$ cat src/rtl/axis_frame_gen_pkg.sv
// Shared definitions for the AXIS frame generator and its matching checker:
// LFSR step, lane pattern and FSM state encoding.
package axis_pkg;

  localparam logic [31:0] LFSR_MASK = 32'h8020_0003;

  typedef enum logic [1:0] {
    ST_IDLE = 2'd0,
    ST_SEND = 2'd1,
    ST_GAP  = 2'd2
  } gen_state_e;

  // Right-shifting Galois form, taps 32,22,2,1.
  function automatic logic [31:0] lfsr_next(input logic [31:0] v);
    return v[0] ? ((v >> 1) ^ LFSR_MASK) : (v >> 1);
  endfunction

  function automatic logic [31:0] lane_word(input logic [31:0] base, input int k);
    return base + k[31:0];
  endfunction

endpackage

$ cat src/rtl/axis_frame_gen_if.sv
// AXI-Stream link bundle with source (master) and sink (slave) views.
interface ifc_axis #(
  parameter int DATA_WIDTH = 128,
  parameter int ID_WIDTH   = 4,
  parameter int DEST_WIDTH = 4,
  parameter int USER_WIDTH = 1
) ();
  logic [DATA_WIDTH-1:0]   tdata;
  logic [DATA_WIDTH/8-1:0] tkeep;
  logic                    tvalid;
  logic                    tready;
  logic                    tlast;
  logic [ID_WIDTH-1:0]     tid;
  logic [DEST_WIDTH-1:0]   tdest;
  logic [USER_WIDTH-1:0]   tuser;

  modport master (output tdata, tkeep, tvalid, tlast, tid, tdest, tuser, input tready);
  modport slave  (input tdata, tkeep, tvalid, tlast, tid, tdest, tuser, output tready);
endinterface

$ cat src/rtl/axis_frame_gen_lfsr.sv
// 32-bit Galois LFSR with load and step enable; the checker instantiates the
// same module so both ends walk an identical sequence.
module axis_lfsr32
  import axis_pkg::*;
#(
  parameter logic [31:0] SEED = 32'hACE1_2024
) (
  input  logic        clk,
  input  logic        rst_n,
  input  logic        load,
  input  logic        step,
  output logic [31:0] value
);
  logic [31:0] lfsr_q, lfsr_d;

  always_comb begin
    lfsr_d = lfsr_q;
    if (load)      lfsr_d = SEED;
    else if (step) lfsr_d = lfsr_next(lfsr_q);
  end

  always_ff @(posedge clk or negedge rst_n) begin
    if (!rst_n) lfsr_q <= SEED;
    else        lfsr_q <= lfsr_d;
  end

  assign value = lfsr_q;
endmodule

$ cat src/rtl/axis_frame_gen.sv
// AXIS frame source: programmable length/count/gap frames whose lanes carry
// lfsr+k, with optional pseudo-random tvalid bubbles.
//
// state | meaning
// IDLE  | waiting for start; outputs quiet
// SEND  | presenting beats of the current frame
// GAP   | counting idle cycles before the next frame
module axis_frame_gen
  import axis_pkg::*;
#(
  parameter int          DATA_WIDTH = 128,
  parameter int          LEN_WIDTH  = 16,
  parameter int          CNT_WIDTH  = 32,
  parameter int          GAP_WIDTH  = 8,
  parameter logic [31:0] SEED       = 32'hACE1_2024
) (
  input  logic                 clk,
  input  logic                 rst_n,
  input  logic                 start,
  input  logic                 stop,
  input  logic [LEN_WIDTH-1:0] frame_len,
  input  logic [CNT_WIDTH-1:0] num_frames,
  input  logic [GAP_WIDTH-1:0] gap_cycles,
  input  logic                 bubble_en,
  ifc_axis.master              m_axis_ifc,
  output logic                 busy,
  output logic                 done,
  output logic                 err_len,
  output logic [CNT_WIDTH-1:0] frames_sent
);
  localparam int LANES = DATA_WIDTH / 32;

  gen_state_e            state_q, state_d;
  logic                  tvalid_q, tvalid_d, tlast_q, tlast_d;
  logic [DATA_WIDTH-1:0] tdata_q, tdata_d;
  logic                  busy_q, busy_d, done_q, done_d, err_len_q, err_len_d;
  logic [CNT_WIDTH-1:0]  frames_sent_q, frames_sent_d, num_q, num_d;
  logic [LEN_WIDTH-1:0]  beat_idx_q, beat_idx_d, len_q, len_d;
  logic [GAP_WIDTH-1:0]  gap_q, gap_d, gap_cnt_q, gap_cnt_d;
  logic                  bub_q, bub_d, stop_q, stop_d, guard_q, guard_d;

  logic                  hs, load_beat, lfsr_load, lfsr_step;
  logic [31:0]           lfsr_val, beat_base;
  logic [DATA_WIDTH-1:0] pattern;

  axis_lfsr32 #(.SEED(SEED)) u_lfsr (
    .clk   (clk),
    .rst_n (rst_n),
    .load  (lfsr_load),
    .step  (lfsr_step),
    .value (lfsr_val)
  );

  assign hs = tvalid_q & m_axis_ifc.tready;

  always_comb begin
    pattern = '0;
    for (int k = 0; k < LANES; k++) pattern[32*k +: 32] = lane_word(beat_base, k);
  end

  always_comb begin
    state_d       = state_q;
    tvalid_d      = tvalid_q;
    tlast_d       = tlast_q;
    tdata_d       = tdata_q;
    busy_d        = busy_q;
    done_d        = 1'b0;
    err_len_d     = 1'b0;
    frames_sent_d = frames_sent_q;
    beat_idx_d    = beat_idx_q;
    len_d         = len_q;
    num_d         = num_q;
    gap_d         = gap_q;
    bub_d         = bub_q;
    stop_d        = stop_q | stop;
    gap_cnt_d     = gap_cnt_q;
    guard_d       = guard_q;
    lfsr_load     = 1'b0;
    lfsr_step     = 1'b0;
    load_beat     = 1'b0;
    beat_base     = lfsr_val;

    unique case (state_q)
      ST_IDLE: begin
        if (start) begin
          if (frame_len == '0) begin
            err_len_d = 1'b1;
          end else begin
            len_d         = frame_len;
            num_d         = num_frames;
            gap_d         = gap_cycles;
            bub_d         = bubble_en;
            stop_d        = stop;
            lfsr_load     = 1'b1;
            frames_sent_d = '0;
            beat_idx_d    = '0;
            guard_d       = 1'b0;
            busy_d        = 1'b1;
            state_d       = ST_SEND;
          end
        end
      end
      ST_SEND: begin
        if (hs) begin
          lfsr_step = 1'b1;
          beat_base = lfsr_next(lfsr_val);
          if (tlast_q) begin
            frames_sent_d = frames_sent_q + CNT_WIDTH'(1);
            beat_idx_d    = '0;
            tvalid_d      = 1'b0;
            tlast_d       = 1'b0;
            if (((num_q != '0) && (frames_sent_d == num_q)) || stop_d) begin
              done_d  = 1'b1;
              busy_d  = 1'b0;
              state_d = ST_IDLE;
            end else if (gap_q == '0) begin
              load_beat = 1'b1;
            end else begin
              gap_cnt_d = gap_q;
              state_d   = ST_GAP;
            end
          end else begin
            beat_idx_d = beat_idx_q + LEN_WIDTH'(1);
            load_beat  = 1'b1;
          end
        end else if (!tvalid_q) begin
          load_beat = 1'b1;
        end
      end
      ST_GAP: begin
        if (stop_d) begin
          done_d  = 1'b1;
          busy_d  = 1'b0;
          state_d = ST_IDLE;
        end else if (gap_cnt_q == GAP_WIDTH'(1)) begin
          // Load on the last gap cycle so the idle span is exactly gap_cycles.
          load_beat = 1'b1;
          state_d   = ST_SEND;
        end else begin
          gap_cnt_d = gap_cnt_q - GAP_WIDTH'(1);
        end
      end
      default: state_d = ST_IDLE;
    endcase

    if (load_beat) begin
      if (bub_q && beat_base[31] && !guard_q) begin
        tvalid_d = 1'b0;
        tlast_d  = 1'b0;
        guard_d  = 1'b1;
      end else begin
        tvalid_d = 1'b1;
        tdata_d  = pattern;
        tlast_d  = (beat_idx_d == len_q - LEN_WIDTH'(1));
        guard_d  = 1'b0;
      end
    end
  end

  always_ff @(posedge clk or negedge rst_n) begin
    if (!rst_n) begin
      state_q       <= ST_IDLE;
      tvalid_q      <= 1'b0;
      tlast_q       <= 1'b0;
      tdata_q       <= '0;
      busy_q        <= 1'b0;
      done_q        <= 1'b0;
      err_len_q     <= 1'b0;
      frames_sent_q <= '0;
      beat_idx_q    <= '0;
      len_q         <= '0;
      num_q         <= '0;
      gap_q         <= '0;
      bub_q         <= 1'b0;
      stop_q        <= 1'b0;
      gap_cnt_q     <= '0;
      guard_q       <= 1'b0;
    end else begin
      state_q       <= state_d;
      tvalid_q      <= tvalid_d;
      tlast_q       <= tlast_d;
      tdata_q       <= tdata_d;
      busy_q        <= busy_d;
      done_q        <= done_d;
      err_len_q     <= err_len_d;
      frames_sent_q <= frames_sent_d;
      beat_idx_q    <= beat_idx_d;
      len_q         <= len_d;
      num_q         <= num_d;
      gap_q         <= gap_d;
      bub_q         <= bub_d;
      stop_q        <= stop_d;
      gap_cnt_q     <= gap_cnt_d;
      guard_q       <= guard_d;
    end
  end

  assign m_axis_ifc.tdata  = tdata_q;
  assign m_axis_ifc.tvalid = tvalid_q;
  assign m_axis_ifc.tlast  = tlast_q;
  assign m_axis_ifc.tkeep  = '1;
  assign m_axis_ifc.tid    = '0;
  assign m_axis_ifc.tdest  = '0;
  assign m_axis_ifc.tuser  = '0;
  assign busy        = busy_q;
  assign done        = done_q;
  assign err_len     = err_len_q;
  assign frames_sent = frames_sent_q;
endmodule
$ cat src/flat_wrapper.sv
// flat-port wrapper written by rule: the top's interface ports become plain ports
module axis_frame_gen_flat import axis_pkg::*;
#(
  parameter int          DATA_WIDTH = 128,
  parameter int          LEN_WIDTH  = 16,
  parameter int          CNT_WIDTH  = 32,
  parameter int          GAP_WIDTH  = 8,
  parameter logic [31:0] SEED       = 32'hACE1_2024
)
  (clk, rst_n, start, stop, frame_len, num_frames, gap_cycles, bubble_en, busy, done, err_len, frames_sent, m_axis_ifc_tdata, m_axis_ifc_tkeep, m_axis_ifc_tvalid, m_axis_ifc_tlast, m_axis_ifc_tid, m_axis_ifc_tdest, m_axis_ifc_tuser, m_axis_ifc_tready);
  ifc_axis #(.DATA_WIDTH(DATA_WIDTH)) m_axis_ifc_i ();
  input  logic clk;
  input  logic rst_n;
  input  logic start;
  input  logic stop;
  input  logic [LEN_WIDTH-1:0] frame_len;
  input  logic [CNT_WIDTH-1:0] num_frames;
  input  logic [GAP_WIDTH-1:0] gap_cycles;
  input  logic bubble_en;
  output logic busy;
  output logic done;
  output logic err_len;
  output logic [CNT_WIDTH-1:0] frames_sent;
  output wire logic [$bits(m_axis_ifc_i.tdata)-1:0] m_axis_ifc_tdata;
  output wire logic [$bits(m_axis_ifc_i.tkeep)-1:0] m_axis_ifc_tkeep;
  output wire logic [$bits(m_axis_ifc_i.tvalid)-1:0] m_axis_ifc_tvalid;
  output wire logic [$bits(m_axis_ifc_i.tlast)-1:0] m_axis_ifc_tlast;
  output wire logic [$bits(m_axis_ifc_i.tid)-1:0] m_axis_ifc_tid;
  output wire logic [$bits(m_axis_ifc_i.tdest)-1:0] m_axis_ifc_tdest;
  output wire logic [$bits(m_axis_ifc_i.tuser)-1:0] m_axis_ifc_tuser;
  input wire logic [$bits(m_axis_ifc_i.tready)-1:0] m_axis_ifc_tready;
  assign m_axis_ifc_tdata = m_axis_ifc_i.tdata;
  assign m_axis_ifc_tkeep = m_axis_ifc_i.tkeep;
  assign m_axis_ifc_tvalid = m_axis_ifc_i.tvalid;
  assign m_axis_ifc_tlast = m_axis_ifc_i.tlast;
  assign m_axis_ifc_tid = m_axis_ifc_i.tid;
  assign m_axis_ifc_tdest = m_axis_ifc_i.tdest;
  assign m_axis_ifc_tuser = m_axis_ifc_i.tuser;
  assign m_axis_ifc_i.tready = m_axis_ifc_tready;
  axis_frame_gen #(.DATA_WIDTH(DATA_WIDTH), .LEN_WIDTH(LEN_WIDTH), .CNT_WIDTH(CNT_WIDTH), .GAP_WIDTH(GAP_WIDTH), .SEED(SEED)) u_core (.clk(clk), .rst_n(rst_n), .start(start), .stop(stop), .frame_len(frame_len), .num_frames(num_frames), .gap_cycles(gap_cycles), .bubble_en(bubble_en), .m_axis_ifc(m_axis_ifc_i), .busy(busy), .done(done), .err_len(err_len), .frames_sent(frames_sent));
endmodule
$ cat config.mk
export PLATFORM = sky130hd
export DESIGN_NAME = axis_frame_gen_flat
export DESIGN_NICKNAME = d
export VERILOG_FILES = /design/src/rtl/axis_frame_gen_pkg.sv /design/src/rtl/axis_frame_gen_if.sv /design/src/rtl/axis_frame_gen_lfsr.sv /design/src/rtl/axis_frame_gen.sv /design/src/flat_wrapper.sv
export SDC_FILE = /design/constraint.sdc
export NUM_CORES = 1
export LEC_CHECK = 0
export ABC_AREA = 1
export BUFFER_PORTS_ARGS = -buffer_cell sky130_fd_sc_hd__buf_2
export CORE_UTILIZATION = 30
export DETAILED_ROUTE_END_ITERATION = 10
export PLACE_DENSITY_LB_ADDON = 0.2
export SLEW_MARGIN = 20
export SYNTH_ARGS = -nofsm -noshare
export SYNTH_HDL_FRONTEND = slang
export SYNTH_SLANG_ARGS = --single-unit
$ cat constraint.sdc
create_clock -name clk -period 3.5 [get_ports clk]
set_input_delay 0.525 -clock clk [delete_from_list [all_inputs] [get_ports clk]]
set_output_delay 0.525 -clock clk [all_outputs]
set_load 0.01 [all_outputs]
### Word level (Yosys, flattened, before mapping)

Index checks and enable logic that the tools add are counted.

* register bits: 282
* output and inout bits: 190
* input bits: 62

* bitwise logic cells: 5
* multiplexer cells: 76
* equal/unequal tests: 18
* reductions and logical operators: 27
* add/subtract/negate cells: 7

Operator list (number)
* 32-bit 2-to-1 mux: 9
* 32-bit by 1-bit adder with 32-bit output, second input constant: 2
* 32-bit by 2-bit adder with 32-bit output, second input constant: 2
* 16-bit 2-to-1 mux: 4
* 32-bit case mux with 2 select lines: 1
* 8-bit 2-to-1 mux: 6
* 1-bit 2-to-1 mux: 42
* 32-bit == test: 1
* 16-bit case mux with 2 select lines: 1
* 32-bit nonzero test: 1
* 16-bit by 1-bit adder with 16-bit output, second input constant: 1
* 16-bit == test: 1
* 16-bit zero test: 1
* 2-bit 2-to-1 mux: 8
* 8-bit case mux with 2 select lines: 1
* 2-bit nonzero test: 8
* 16-bit by 1-bit subtractor with 16-bit output, second input constant: 1
* 7-bit AND reduction: 2
* 2-bit != test, second input constant: 6
* 2-bit by 1-bit != test with 1-bit output, second input constant: 5
* 3-bit AND reduction: 3
* 8-bit by 1-bit == test with 1-bit output, second input constant: 1
* 8-bit zero test: 1
* 8-bit by 1-bit subtractor with 8-bit output, second input constant: 1
* other kinds (19): 24

### Logic depth before layout (Yosys ltp)

Gate-level depths: netlist (run 1).

* depth in word-level cells: 10
* depth in mapped cells: 23
* gate-level depth less buffers: 22

### Hierarchy

From an unflattened synthesis (run 1), not the netlist that was laid out.

* cell total of the unflattened synthesis: 2172
* area, all modules: 16519.6 um2

By module, submodules not included
* axis_frame_gen: area an instance 15179.6 um2, cells each 2034, times used 1
* axis_lfsr32: area an instance 1340.0 um2, cells each 138, times used 1

### Worst setup path before layout (run 1)

Ideal clock, no wire load.

* path type: reg2reg
* start point: register u_core.state_q[1]
* end point: register u_core.tdata_q[127] (netlist: u_core.m_axis_ifc.tdata[127])
* setup slack: 0.466 ns
* arrival: 2.917 ns
* cell stages (with the launch flop): 22
* data required time: 3.383 ns
* path through: dfrtp_1 > inv_1 > ha_1 > inv_2 > nor2_4 > inv_2 > buf_6 > buf_6 > o21ai_1 > inv_1 > ha_1 > a21oi_1 > inv_1 > nand3_1 > nor2_2 > inv_1 > nor2_4 > nand2_2 > nor2_2 > xor2_1 > nand4_1 > nand2_1

* elaborated cells between the ends (all ways): 9

RTL lines
* start: declaration: line axis_frame_gen.sv:33 `gen_state_e state_q, state_d;`
* start signal: assignment: line axis_frame_gen.sv:179 `state_q <= state_d;`
* 2-bit by 1-bit == test with 1-bit output: line axis_frame_gen.sv:83 `unique case (state_q)`
* 32-bit 2-to-1 mux: line axis_frame_gen.sv:83
* named net u_core.beat_base[2]: line axis_frame_gen.sv:43 `logic [31:0] lfsr_val, beat_base;`
* 32-bit by 2-bit adder with 32-bit output: line axis_frame_gen_pkg.sv:19 `return base + k[31:0];`
* end signal: assignment: line axis_frame_gen.sv:182 `tdata_q <= tdata_d;`
* end: declaration: line axis_frame_gen.sv:35 `logic [DATA_WIDTH-1:0] tdata_q, tdata_d;`

The timed path passes the listed nets, and every way through them passes these cells.
A chain may end at the register's enable or synchronous reset.

### Worst setup path after layout (run 1)

* start point: register u_core.frames_sent_q[7] (netlist: u_core.frames_sent[7])
* end point: register u_core.tdata_q[19] (netlist: u_core.m_axis_ifc.tdata[19])

* cells in the longest elaborated chain, start to end: 9

RTL lines
* start: declaration: line axis_frame_gen.sv:37 `logic [CNT_WIDTH-1:0] frames_sent_q, frames_sent_d, num_q, num_d;`
* start signal: assignment: line axis_frame_gen.sv:186 `frames_sent_q <= frames_sent_d;`
* 32-bit by 1-bit adder with 32-bit output: line axis_frame_gen.sv:108 `frames_sent_d = frames_sent_q + CNT_WIDTH'(1);`
* 32-bit == test: line axis_frame_gen.sv:112 `if (((num_q != '0) && (frames_sent_d == num_q)) || stop_d) begin`
* 1-bit logical AND: line axis_frame_gen.sv:112
* 1-bit logical OR: line axis_frame_gen.sv:112
* 1-bit 2-to-1 mux: line axis_frame_gen.sv:112
* 1-bit 2-to-1 mux: line axis_frame_gen.sv:107 `if (tlast_q) begin`
* 1-bit 2-to-1 mux: line axis_frame_gen.sv:104 `if (hs) begin`
* 1-bit case mux with 2 select lines: line axis_frame_gen.sv:83
* 2-bit AND reduction (no line)

No other way between the ends.

==> impl_metrics.ini, run 1 <==
[outcome]
outcome = completed

[critical_path]
startpoint_type = register
worstSetupPathType = register to register
arrival_ps = 3830
critPathCaptureType = register
critPathMaxFanout = 19
required_ps = 4000

[cts]
clock-sinks = 280
cts_hold_buf = 0
clock_latency_ps = 570
cts_root_buf = clkbuf_16
cts_tree = yes
clk_pin_slew_ps = 50
numCtsBuffers = 37
clockBufferDepth = 3
cts_max_level = 2

[power_and_ir_drop]
clockPowerShare_pct = 23.2
combinationalPowerShare_pct = 45.1
p_sw_w = 0.00728
p_sw_share_pct = 44.4
leakage_nw = 10.1
p_int_w = 0.00913
ir_drop_mv = 0.555
power_density_mw_per_mm2 = 814
seqPwrFrac_pct = 31.7

[global_route]
grt_usage_pct = 19.8
grt_overflow = 0
grt_max_degree = 127
antenna_found_initial = 0
grt_pass1_vias = 14700
grt_pass1_wl_um = 86400

[route]
vias = 15000
drt_pass1_iterations = 5
wirelength_um = 57300
initialDrtViolationCount = 1048
viasPerCell = 4.74
antenna_left = 0
drc_errors = 0
post_drt_wl_per_cell_um = 18.1

[min_path]
hp-class = primary input to async pin

[flow_run]
cap_violations = 0

[synthesis]
ys_types = 47
yosysWarnings = 0
ys_ff_latch = 280
async_flop_share_pct = 100
ys.flop_type = dfrtp_1
synth_edf_count = 0
syn_avg_cell_area_um2 = 7.77
synthCells = 2141
syn_area_mm2 = 0.0166
yosysSeqAreaShare_pct = 42.2

[layout]
area_growth_pct = 21.3
layoutNonFillerInstCount = 3162
fin_nets = 2472
postLayoutCellArea_mm2 = 0.0202
layout-drive-gt1-share_pct = 24.3
fillCellCount = 5749
diodes = 0

[timing]
worst_pin_slew_ps = 927
finClkSkew_ps = 25.5
hold_ws_ps = 39.7
finalCritPeriodShare_pct = 95.1
slew_headroom_pct = 38.2
setup_viol = 0
finalHoldViolCount = 0
tns_ps = 0
finalMaxSlewViolations = 0
maxClockFrequency_ghz = 0.301
min_period_ps = 3330
final.setup.worst_slack_ps = 173

[floorplanning]
die_h_um = 237
coreArea_mm2 = 0.0543
num_rows = 85
io_pins = 252
dieWidth_um = 237
die-area_mm2 = 0.0564
initial_core_util_pct = 30.6

[placed_design]
gp_congestion = 0.977
post-dp-hpwl_um = 42000
placed_area_mm2 = 0.0187
place_ws_ps = 77.1
dp.cells = 3088
portBuffers = 226
cell type report:
class / count / area [µm²] / area share [%]
multi-input combinational: 1517 / 8070 / 40.0
tap: 739 / 925 / 4.58
clock inverter: 14 / 125 / 0.620
sequential: 280 / 7020 / 34.8
inverter: 254 / 960 / 4.76
clock buffer: 51 / 1100 / 5.44
timing repair buffer: 307 / 1970 / 9.78
power groups by stage:
stage	combinational [W]	sequential (W)	clock (W)
after detailed placement	0.00715	0.00524	0
final	0.00740	0.00520	0.00382
after global routing	0.00813	0.00533	0.00404
after global placement	0.00715	0.00523	0
after floorplan	0.00463	0.00526	0
after CTS	0.00718	0.00520	0.00392
cells in the final DEF (no fill, tap or decap), drive strengths merged, types with 3 or more instances in the layout:
master / instances
nand2: 665
buf: 304
dfrtp: 269
inv: 252
nor2: 218
nand4: 153
xor2: 112
o21ai: 97
nand3: 90
clkbuf: 54
a21oi: 43
o22ai: 26
conb: 25
nor3: 21
clkinv: 15
ha: 13
xnor2: 11
mux2: 11
dfstp: 11
nand3b: 8
or2: 7
nor4: 6
xnor3: 3
stage by stage:
stage | util (%) | total power, W
6_report | 37.1 | 0.0164
5_1_grt | 37.1 | 0.0175
4_1_cts | 36.6 | 0.0163
3_5_place_dp | 34.4 | 0.0124
3_3_place_gp | 34.4 | 0.0124
2_1_floorplan | - | 0.00989
routing by layer:
layer  vias to the layer above  global-route usage, %  routed length, µm
li1                       7321                      -                  -
met1                      7201                   27.6              27400
met2                       394                   31.4              25800
met3                        81                   3.57               2930
met4                         0                   5.16               1270
met5                         -                      0                  0
what timing repair did:
action,CTS,global route
endpoints found under the setup margin,0,132
setup buffers,0,4
resized for setup,0,34
worst max-delay path, stage by stage (launching register included):
cell     delay [ps]
dfrtp_1         460
nand2_1         150
nor2_1          290
nand2_1         150
nor2_4          240
nand2_1         220
xnor3_1         270
nand3_1         120
nor2_4          150
nand3_4         140
nand3_2         100
nand3_2          60
nand3_2          90
nand2_4         140
nand3_4         140
buf_12          160
buf_8           250
nand2_1          80
nand2_1          60
synthesized netlist by cell type, types with 2 or more instances:
master    number  area, µm²
a21oi_1       43        215
buf_1         15       56.3
buf_12        11        220
buf_2         14       70.1
buf_4         39        293
buf_6          5       56.3
clkbuf_1      28        105
clkinv_1       3       11.3
conb_1         2       7.51
dfrtp_1      269       6730
dfstp_2       11        289
ha_1          13        163
inv_1        236        886
inv_2         15       56.3
mux2_2        11        124
nand2_1      564       2120
nand2_2      100        626
nand3_1       85        425
nand3_2        3       30.0
nand3_4        2       35.0
nand3b_1       8       60.1
nand4_1      153        957
nor2_1       194        728
nor2_2        13       81.3
nor2_4        11        124
nor3_1        15       75.1
nor3_2         6       60.1
nor4_1         5       31.3
o21ai_0       66        330
o21ai_1       18       90.1
o21ai_2       10       87.6
o21ai_4        3       48.8
o22ai_1       26        163
o31ai_1        2       15.0
or2_2          7       43.8
xnor2_1       11       96.3
xnor3_1        3       67.6
xor2_1       112        981
cells by family (layout without fill, tap and decap cells):
family                   Yosys count  after routing  share of synthesized area, %
flip-flops                       280            280                          42.2
other                              2             25                        0.0452
XOR/XNOR                         126            126                          6.88
buffers and inverters            367            626                          10.6
AND/OR/NAND/NOR                 1170           1170                          32.7
multiplexers                      11             11                         0.745
adder cells (fa/ha/maj)           13             13                         0.978
AO/OA/AOI/OAI                    172            172                          5.88
registers in the layout, indices dropped and copies added, names as in the netlist:
| signal | flops |
|---|---|
| u_core.u_lfsr.value | 32 |
| u_core.beat_idx_q | 16 |
| u_core.m_axis_ifc.tvalid | 1 |
| u_core.bub_q | 1 |
| u_core.stop_q | 1 |
| u_core.m_axis_ifc.tdata | 126 |
| u_core.done | 1 |
| u_core.gap_cnt_q | 8 |
| u_core.state_q | 2 |
| u_core.err_len | 1 |
| u_core.num_q | 32 |
| u_core.gap_q | 8 |
| u_core.m_axis_ifc.tlast | 1 |
| u_core.guard_q | 1 |
| u_core.len_q | 16 |
| u_core.frames_sent | 32 |
| u_core.busy | 1 |
path summary, 6_finish.rpt:
path / startpoint / endpoint / slack, ps / cells after the start
worst max-delay path: u_core.frames_sent[7] / u_core.m_axis_ifc.tdata[19] / 170 / 18
worst min-delay path: rst_n / u_core.gap_q[1] / 40 / 1
worst max register to register: u_core.frames_sent[7] / u_core.m_axis_ifc.tdata[19] / 170 / 18
worst min register to register: u_core.m_axis_ifc.tdata[36] / u_core.m_axis_ifc.tdata[36] / 470 / 2
max in group asynchronous: rst_n / u_core.u_lfsr.value[29] / 2530 / 2
min in group clk: gap_cycles[4] / u_core.gap_q[4] / 190 / 2
No activity file was read; power rests on OpenSTA's default activity.
==> run 2, diff against run 1 <==
==> constraint.sdc (replaced) <==
create_clock -name clk -period 3.5 [get_ports clk]
set_input_delay 0.175 -clock clk [delete_from_list [all_inputs] [get_ports clk]]
set_output_delay 0.175 -clock clk [all_outputs]
set_load 0.01 [all_outputs]
==> impl_metrics.ini, run 2 (same netlist as run 1, synthesis figures left out) <==
[outcome]
outcome = completed

[route]
drt_pass1_iterations = 5
wirelength_um = 57800
drc_errors = 0
vias = 15200
antenna_left = 0
viasPerCell = 4.71
initialDrtViolationCount = 1167
post_drt_wl_per_cell_um = 17.9

[timing]
setup_viol = 0
hold_ws_ps = 286
finalCritPeriodShare_pct = 94.0
maxClockFrequency_ghz = 0.304
min_period_ps = 3290
slew_headroom_pct = 42.0
finalMaxSlewViolations = 0
finalHoldViolCount = 0
rsz0062_at_grt = yes
finClkSkew_ps = 25.1
worst_pin_slew_ps = 870

[power_and_ir_drop]
ir_drop_mv = 0.415
leakage_nw = 10.3
power_density_mw_per_mm2 = 790

[global_route]
antenna_found_initial = 0
grt_pass1_vias = 15000
grt_usage_pct = 20.3
grt_max_degree = 103
grt_pass1_wl_um = 88400
grt_overflow = 0

[layout]
diodes = 0
layout_common_cells = 563 x nand2_1, 265 x dfrtp_1, 235 x inv_1, 225 x buf_2, 185 x nor2_1
area_growth_pct = 24.6
final_core_util_pct = 38.1
fillCellCount = 5753
layout_commonest_cell = nand2_1
multiInputGateArea_mm2 = 0.00811
layout-drive-gt1-share_pct = 23.4
regArea_mm2 = 0.00703
largest_register_ffs = 126
fin_nets = 2535

[floorplanning]
dieWidth_um = 237
die-area_mm2 = 0.0564
num_rows = 85
io_pins = 252
initial_core_util_pct = 30.6
coreArea_mm2 = 0.0543
die_h_um = 237

[cts]
numCtsBuffers = 37
clockBufferDepth = 3
clock_latency_ps = 560
clk_pin_slew_ps = 60
cts_root_buf = clkbuf_16
cts_tree = yes
clock-sinks = 280
cts_max_level = 2

[critical_path]
r2r_setup_slack_ps = 210
cp_slowest_cell = dfrtp_1
rr_startpoint = u_core.state_q[1]
critPathCaptureType = register
cp_top_family = simple AND/OR/NAND/NOR gates
worstPathCellList = inv_1 > ha_1 > inv_2 > nor2_4 > buf_4 > nand2_1 > or2_2 > nand2_2 > buf_4 > ha_1 > inv_1 > nor2_4 > inv_1 > nor2_1 > inv_1 > nor2_1 > xor2_1 > nand4_1 > nand2_1
arrival_ps = 3770
required_ps = 3980
worstSetupPathType = register to register
startpoint_type = register
r2r-end = u_core.m_axis_ifc.tdata[46]
critPathBufInv = 7
critical-path-max-stage-delay_ps = 410
critPathMostFrequentCell = inv_1
critPathMaxFanout = 11
ff2ff_path_depth = 19

[placed_design]
gp_congestion = 0.996
portBuffers = 226
post-dp-hpwl_um = 42600

[min_path]
hp-class = primary input to async pin

[flow_run]
cap_violations = 0
-- run 2: cell count changes in the layout (fill, tap and decap cells not counted), sizes merged --
cell	change
clkbuf	+6
bufinv	+2
dlygate4sd3	+60
buf	+4
clkinv	-9
clkinvlp	+1
-- run 2: worst max path at each step --
stage                                 start                      endpoint  slack (ps)  cells past startpoint
after CTS                 u_core.state_q[1]  u_core.m_axis_ifc.tdata[126]          30                     19
after detailed placement  u_core.state_q[1]  u_core.m_axis_ifc.tdata[126]          40                     19
after floorplan           u_core.state_q[1]  u_core.m_axis_ifc.tdata[127]         470                     21
after global placement    u_core.state_q[1]   u_core.m_axis_ifc.tdata[90]          60                     18
after global routing      u_core.state_q[1]  u_core.m_axis_ifc.tdata[126]         -40                     19
final                     u_core.state_q[1]   u_core.m_axis_ifc.tdata[46]         210                     19
-- run 2: per-stage QoR --
stage / power [W] / setup TNS [ps] / std cells / setup slack [ps] / instance area (µm²)
detailed placement: 0.0124 / 0 / 3091 / 35.3 / 18700
global route: 0.0176 / -207 / 3226 / -42.8 / 20700
floorplan: 0.00989 / 0 / 2164 / 466 / 16700
CTS: 0.0163 / 0 / 3217 / 26.5 / 20400
global placement: 0.0124 / 0 / 3091 / 60.1 / 18700
finish: 0.0164 / 0 / 3226 / 211 / 20700
-- run 2: power breakdown --
part,internal (W),switching (W),total (W)
logic,0.00255,0.00488,0.00743
registers,0.00435,0.000823,0.00518
clock network,0.00227,0.00149,0.00376
total,0.00918,0.00720,0.0164
-- run 2: repair_timing --
item                       4_1_cts  5_1_grt
buffers inserted                 0        6
resized for setup                1       40
pin swaps                        0        4
hold buffers                    60        0
gates cloned                     0        3
setup endpoints to repair        1      136
hold endpoints to repair       152        0
-- run 2: routing by layer --
metal / vias to the layer above / wire (µm) / global-route usage (%)
met5: - / 0 / 0
met4: 0 / 1720 / 6.61
met3: 83 / 3320 / 3.95
met2: 404 / 25900 / 31.5
met1: 7285 / 26800 / 28.3
li1: 7429 / - / -
-- run 2: layout make-up --
cell class,count,share of cell area (%)
clock inverters,8,0.622
inverters,254,4.62
clock buffers,58,5.04
flip-flops and latches,280,33.9
multi-input cells,1517,39.1
well taps,739,4.46
repair buffers,370,12.2
==> run 3, diff against run 2 <==
--- a/config.mk
+++ b/config.mk
@@ -10,6 +10,7 @@
 export CORE_UTILIZATION = 30
 export DETAILED_ROUTE_END_ITERATION = 10
 export PLACE_DENSITY_LB_ADDON = 0.2
+export RECOVER_POWER = 50
 export SLEW_MARGIN = 20
 export SYNTH_ARGS = -nofsm -noshare
 export SYNTH_HDL_FRONTEND = slang
==> impl_metrics.ini, run 3 (same netlist as run 1, synthesis figures left out) <==
[outcome]
outcome = complete, but fails checks
violations = max-capacitance violations, max-slew violations

[layout]
area_growth_pct = 23.5
diodes = 0
largest_register_ffs = 126
fin_nets = 2535
layout_common_cells = 563 x nand2_1, 265 x dfrtp_1, 235 x inv_1, 185 x nor2_1
layout-drive-gt1-share_pct = 17.9
final_core_util_pct = 37.8
layout_commonest_cell = nand2_1

[timing]
finalCritPeriodShare_pct = 94.0
hold_ws_ps = 305
tns_ps = 0
setup_viol = 0
min_period_ps = 3290
maxClockFrequency_ghz = 0.304
slew_headroom_pct = -91.1
finClkSkew_ps = 26.1
rsz0062_at_grt = yes
finalMaxSlewViolations = 101
worst_pin_slew_ps = 2870
finalHoldViolCount = 0

[min_path]
hp-class = primary input to register
hp-start = m_axis_ifc_tready

[critical_path]
critical-path-max-stage-delay_ps = 410
startpoint = u_core.state_q[1]
cp_top_family = simple AND/OR/NAND/NOR gates
worstPathCellList = inv_1 > ha_1 > inv_2 > nor2_4 > buf_4 > nand2_1 > or2_2 > nand2_2 > buf_4 > ha_1 > inv_1 > nor2_4 > inv_1 > nor2_1 > inv_1 > nor2_1 > xor2_1 > nand4_1 > nand2_1
rr_startpoint = u_core.state_q[1]
startpoint_type = register
critPathMostFrequentCell = inv_1
critPathMaxFanout = 11
required_ps = 3980
critPathBufInv = 7
cp_slowest_cell = dfrtp_1
critPathCaptureType = register
worstSetupPathType = register to register
arrival_ps = 3770

[cts]
cts_root_buf = clkbuf_16
cts_tree = yes
clockBufferDepth = 3
clock-sinks = 280
clk_pin_slew_ps = 60
cts_max_level = 2
numCtsBuffers = 37
clock_latency_ps = 560

[global_route]
grt_pass1_wl_um = 88400
grt_overflow = 0
grt_usage_pct = 20.3
antenna_found_initial = 0
grt_pass1_vias = 15000
grt_max_degree = 103

[route]
antenna_left = 0
drt_pass1_iterations = 5
drc_errors = 0
post_drt_wl_per_cell_um = 17.9
initialDrtViolationCount = 1135
wirelength_um = 57900
vias = 15200
viasPerCell = 4.70

[placed_design]
portBuffers = 226
gp_congestion = 0.996
post-dp-hpwl_um = 42600

[floorplanning]
dieWidth_um = 237
die-area_mm2 = 0.0564
die_h_um = 237
num_rows = 85
coreArea_mm2 = 0.0543
initial_core_util_pct = 30.6
io_pins = 252

[power_and_ir_drop]
ir_drop_mv = 0.420
leakage_nw = 9.79
power_density_mw_per_mm2 = 791

[flow_run]
cap_violations = 1
## run 3: cell types whose count changed in the layout (fill, tap and decap cells not counted), sizes merged
cell    before  now
buf        308  170
clkbuf      60  198
## run 3: worst paths after layout
check	cells after the start	slack (ps)	endpoint
max in group asynchronous	3	540	u_core.frames_sent[23]
min in group asynchronous	2	1070	u_core.err_len
worst max-delay path	19	210	u_core.m_axis_ifc.tdata[46]
worst min-delay path	6	300	u_core.m_axis_ifc.tlast
worst min register to register	2	470	u_core.m_axis_ifc.tdata[91]
worst max register to register	19	210	u_core.m_axis_ifc.tdata[46]
## run 3: timing repair
item                       CTS  global route
cloned                       0             3
hold endpoints to repair   152             0
setup buffers                0             6
setup endpoints to repair    1           136
pin swaps                    0             4
hold buffers                60             0
gates resized for setup      1            40
## run 3: worst register-to-register path, stage by stage, from the launching register on
cell and delay [ps]:
dfrtp_1 410, inv_1 120, ha_1 190, inv_2 80, nor2_4 140, buf_4 210, nand2_1 80, or2_2 280
nand2_2 110, buf_4 170, ha_1 180, inv_1 110, nor2_4 160, inv_1 70, nor2_1 140, inv_1 80
nor2_1 150, xor2_1 300, nand4_1 130, nand2_1 90
## run 3: where the power goes
| group | switching [W] | internal, W | total (W) | leakage [nW] |
|---|---|---|---|---|
| Clock | 0.00149 | 0.00227 | 0.00376 | 0.564 |
| Combinational | 0.00488 | 0.00241 | 0.00729 | 5.66 |
| Sequential | 0.000834 | 0.00436 | 0.00519 | 3.57 |
## run 3: cell type report
cell class / count / area [µm²]
timing repair buffer: 370 / 2350
inverter: 254 / 957
clock buffer: 58 / 1040
clock inverter: 8 / 129
multi-input combinational: 1517 / 8110
tap: 739 / 925
fill: 5821 / 33800
sequential: 280 / 7030
## run 3: routing by layer
layer	track usage, %	vias to the layer above	wire length, µm
li1	-	7437	-
met1	28.3	7279	27000
met2	31.5	373	25900
met3	3.95	83	3280
met4	6.61	0	1740
met5	0	-	0
## run 3: through the flow
step | power (W) | std cells | cell area (µm²) | setup WS (ps)
2_1_floorplan | 0.00989 | 2164 | 16700 | 466
3_3_place_gp | 0.0124 | 3091 | 18700 | 60.1
3_5_place_dp | 0.0124 | 3091 | 18700 | 35.3
4_1_cts | 0.0163 | 3217 | 20400 | 26.5
5_1_grt | 0.0174 | 3226 | 20500 | -42.8
6_report | 0.0162 | 3226 | 20500 | 212
